## config.mk

```make
export PLATFORM = sky130hd
export DESIGN_NAME = alu_sequencer
export DESIGN_NICKNAME = d
export VERILOG_FILES = /design/src/rtl/alu_sequencer.sv
export SDC_FILE = /design/constraint.sdc
export NUM_CORES = 1
export LEC_CHECK = 0
export ABC_AREA = 1
export CAP_MARGIN = 20
export CORE_ASPECT_RATIO = 1.75
export CORE_MARGIN = 2
export CORE_UTILIZATION = 35
export DETAILED_ROUTE_END_ITERATION = 10
export PLACE_DENSITY = 0.68
export SLEW_MARGIN = 20
export SYNTH_ARGS = -nofsm -noshare
export SYNTH_HDL_FRONTEND = slang
export SYNTH_SLANG_ARGS = --single-unit
export TNS_END_PERCENT = 1
```

## constraint.sdc

```tcl
create_clock -name Clock -period 1.4 [get_ports Clock]
set_input_delay 0.28 -clock Clock [delete_from_list [all_inputs] [get_ports Clock]]
set_output_delay 0.28 -clock Clock [all_outputs]
set_load 0.02 [all_outputs]
```

## src/rtl/alu_sequencer.sv

```systemverilog
// Multicycle LOAD/EXEC/WB sequencer for the A_B_and_ALU datapath.
// One request at a time over Start/Busy/Done; all outputs registered.
module alu_sequencer (
  input  logic       Clock,
  input  logic       Reset,
  input  logic       Start,
  input  logic [2:0] ReqAsel,
  input  logic [1:0] ReqBsel,
  input  logic [2:0] ReqOp,
  input  logic       ReqLoadAB,
  input  logic       ReqTrapOvf,
  input  logic       Zero,
  input  logic       OverFlow,
  output logic       AWrite,
  output logic       BWrite,
  output logic [2:0] ALUAinput,
  output logic [1:0] ALUBinput,
  output logic [2:0] ALUOp,
  output logic       ALUOutWrite,
  output logic       Busy,
  output logic       Done,
  output logic       ZeroFlag,
  output logic       OvfFlag,
  output logic       Error
);

  typedef enum logic [2:0] {
    IDLE,
    LOAD,
    EXEC,
    WB,
    REJECT
  } state_t;

  state_t     state;
  logic [2:0] asel;
  logic [1:0] bsel;
  logic [2:0] op;
  logic       trap;

  always_ff @(posedge Clock) begin
    if (Reset) begin
      state       <= IDLE;
      asel        <= '0;
      bsel        <= '0;
      op          <= '0;
      trap        <= 1'b0;
      AWrite      <= 1'b0;
      BWrite      <= 1'b0;
      ALUAinput   <= '0;
      ALUBinput   <= '0;
      ALUOp       <= '0;
      ALUOutWrite <= 1'b0;
      Busy        <= 1'b0;
      Done        <= 1'b0;
      ZeroFlag    <= 1'b0;
      OvfFlag     <= 1'b0;
      Error       <= 1'b0;
    end else begin
      AWrite      <= 1'b0;
      BWrite      <= 1'b0;
      ALUOutWrite <= 1'b0;
      Done        <= 1'b0;
      unique case (state)
        IDLE: begin
          ALUAinput <= '0;
          ALUBinput <= '0;
          ALUOp     <= '0;
          if (Start) begin
            asel  <= ReqAsel;
            bsel  <= ReqBsel;
            op    <= ReqOp;
            trap  <= ReqTrapOvf;
            Error <= 1'b0;
            Busy  <= 1'b1;
            if (ReqBsel == 2'd3) begin
              state <= REJECT;
              Done  <= 1'b1;
            end else if (ReqLoadAB) begin
              state  <= LOAD;
              AWrite <= 1'b1;
              BWrite <= 1'b1;
            end else begin
              state     <= EXEC;
              ALUAinput <= ReqAsel;
              ALUBinput <= ReqBsel;
              ALUOp     <= ReqOp;
            end
          end
        end
        LOAD: begin
          state     <= EXEC;
          ALUAinput <= asel;
          ALUBinput <= bsel;
          ALUOp     <= op;
        end
        EXEC: begin
          // WB write enable is decided from the live flag at this edge
          state       <= WB;
          ZeroFlag    <= Zero;
          OvfFlag     <= OverFlow;
          ALUOutWrite <= ~(trap & OverFlow);
          Done        <= 1'b1;
        end
        WB: begin
          state     <= IDLE;
          Busy      <= 1'b0;
          ALUAinput <= '0;
          ALUBinput <= '0;
          ALUOp     <= '0;
          if (trap & OvfFlag) Error <= 1'b1;
        end
        REJECT: begin
          state <= IDLE;
          Busy  <= 1'b0;
          Error <= 1'b1;
        end
        default: begin
          state <= IDLE;
          Busy  <= 1'b0;
        end
      endcase
    end
  end

endmodule

```

==> flow_summary.json, run 1 <==
{
  "hold_viol_final": 0,
  "max_stage_delay_ps": 360,
  "drive_above_1_share_pct": 8.82,
  "layoutNonFillerInstCount": 249,
  "synth_area_leaders": "dfxtp_1 (45%), nand2_1 (14%), nand3_1 (9.6%)",
  "cts_buffers": 3,
  "antenna_found_initial": 0,
  "coreArea_mm2": 0.00333,
  "required_ps": 1120,
  "detail-route-antenna-nets": 0,
  "drt_iter0_drc": 31,
  "root_buffer": "clkbuf_8",
  "period_needed_ps": 1250,
  "finalWorstSetupSlack_ps": 148,
  "wirelength_mm": 2.86,
  "cts_sinks": 27,
  "overflow": 0,
  "synth.top_cell.area_share_pct": 45.2,
  "fin_skew_ps": 3.58,
  "grt_max_degree": 17,
  "path_cells": "dlygate4sd2_1",
  "synth_seq_cells": 27,
  "routabilityCongestion": 0.776,
  "syn_area_per_cell_um2": 6.99,
  "postCtsSetupBuffers": 0,
  "fp.dieH_um": 81.3,
  "io_buffers": 30,
  "r2r_cells": 6,
  "fmax_mhz": 799,
  "num_antenna_cells": 0,
  "area_growth_pct": 32.5,
  "track_usage_pct": 16.3,
  "place_area_mm2": 0.00155,
  "hold_ws_ps": 466,
  "drc": 0,
  "ys_types": 22,
  "nets": 220,
  "start_util_pct": 35.9,
  "critPathCaptureType": "output pin",
  "outcome": "completed",
  "critPathSlowestCell": "dfxtp_1",
  "worst_slew_pin_slew_ps": 369,
  "final_area_mm2": 0.00158,
  "cp_top_family": "flip-flops",
  "cp.arrival_ps": 970,
  "yosysTopAreaCell": "dfxtp_1",
  "syn-cell-area_mm2": 0.00119,
  "placementRows": 28,
  "die_x_um": 48.2,
  "worstSetupPathType": "flop to output pin",
  "avgRoutedWirePerCell_um": 11.5,
  "seqCellArea_um2": 541,
  "drt_pass1_iterations": 4,
  "dp_hpwl_mm": 2.10,
  "pin_count": 31,
  "cellLeakagePower_nw": 0.755,
  "synth_fp_nets": 186,
  "ir_drop_mv": 0.616,
  "seq_area_frac_synth_pct": 45.2,
  "finalCritPeriodShare_pct": 89.4,
  "cap_viol_max_count": 0,
  "rsz0062_at_grt": "no",
  "final_cell_mix": "nand2_1 (44), dfxtp_1 (27), nor2_1 (27), nand3_1 (23), dlygate4sd2_1 (16)",
  "layout_commonest_cell": "nand2_1",
  "multiInputGateArea_um2": 559,
  "post-place-ws_ps": -102,
  "dieArea_mm2": 0.00392,
  "drv_slew": 0,
  "clk-insertion-delay-late_ps": 270,
  "grt_pass1_wl_mm": 4.73,
  "num_vias": 1183,
  "clockBufferDepth": 2,
  "synth_cells": 171,
  "cts.clk_slew.worst_paths_ps": 100,
  "ys_warn_count": 0,
  "num-fill-cells": 346,
  "grt_pass1_vias": 1073,
  "power.density_mw_per_mm2": 1180,
  "path_max_fanout": 3,
  "critPathBufInv": 1,
  "max_slew_margin_pct": 75.4,
  "cp_num_cells": 1,
  "place_inst": 245,
  "min_path_type": "flop to flop",
  "avgViaCountPerCell": 4.75,
  "cts_tree": "done",
  "holdPathStages": 2,
  "fin_util_pct": 47.6,
  "setup_viol_count_final": 0,
  "start_kind": "flop",
  "h-tree-depth": 1
}
timing repair:
action | 4_1_cts | 5_1_grt
setup endpoints to repair | 16 | 2
hold endpoints to repair | 0 | 0
hold buffers | 0 | 0
gates resized for setup | 16 | 1
Yosys cell counts, drive strengths merged:
master and n:
a211oi 1, nand3 23, nand2 46, o211ai 1, nor3 1, inv 10, buf 6, nand3b 1
nor2 29, clkbuf 3, o21ai 8, a21oi 15, dfxtp 27
worst paths after layout:
check | startpoint | to | slack (ps)
worst max register to register | state[2] | ALUBinput[1] | 200
worst min-delay path | bsel[1] | bsel[1] | 470
worst min register to register | bsel[1] | bsel[1] | 470
worst max-delay path | OvfFlag | OvfFlag | 150
worst register-to-register path: stages, from the launching register on:
cell and delay, ps:
dfxtp_1 360, inv_2 120, nand2_2 160, nand2_4 200
nand2_1 70, nor2_1 130, nor2_1 70
sequential cells by signal, summed over array words and instances, names as in the netlist:
register,cells
ALUOp,3
op,3
BWrite,1
trap,1
Busy,1
ALUAinput,3
OvfFlag,1
state,3
bsel,2
ZeroFlag,1
ALUBinput,2
asel,3
Error,1
Done,1
ALUOutWrite,1
cell type report:
cell class | instances | share of cell area (%)
Clock buffer | 3 | 2.61
Clock inverter | 1 | 0.474
Inverter | 10 | 2.37
Multi-Input combinational cell | 125 | 35.3
Sequential cell | 27 | 34.2
Tap cell | 45 | 3.56
Timing Repair Buffer | 38 | 21.5
stage by stage:
stage | power [W] | setup TNS (ps)
5_1_grt | 0.00199 | 0
3_5_place_dp | 0.00147 | -622
4_1_cts | 0.00187 | 0
3_3_place_gp | 0.00147 | -655
2_1_floorplan | 0.00127 | 0
6_report | 0.00186 | 0
cell families after synthesis:
kind of cell,Yosys count,synth area share [%]
and+or+nand+nor,100,35.5
DFF,27,45.2
AOI/OAI and AO/OA,25,10.9
buffers and inverters,19,8.38
report_power, final:
group	total (W)	internal, W	switching [W]
sequential	0.000889	0.000848	0.0000415
combinational	0.000527	0.000202	0.000324
clock	0.000444	0.000202	0.000243
routing by layer:
metal / vias up / wire length (um) / track usage (%)
li1: 616 / - / -
met1: 523 / 1130 / 20.0
met2: 40 / 1550 / 27.6
met3: 4 / 129 / 1.33
met4: 0 / 48 / 6.76
met5: - / 0 / 0
(Power assumes the default switching activity.)
==> run 2, diff against run 1 <==
==> constraint.sdc (replaced) <==
create_clock -name Clock -period 1.4 [get_ports Clock]
set_input_delay 0.35 -clock Clock [delete_from_list [all_inputs] [get_ports Clock]]
set_output_delay 0.35 -clock Clock [all_outputs]
set_load 0.02 [all_outputs]
==> results of run 2 <==
Same layout as run 1 (identical final DEF). Status: completed.
Among the figures that moved: setup slack after placement -102 ps -> -172 ps; setup slack after layout 148 ps -> 78.4 ps
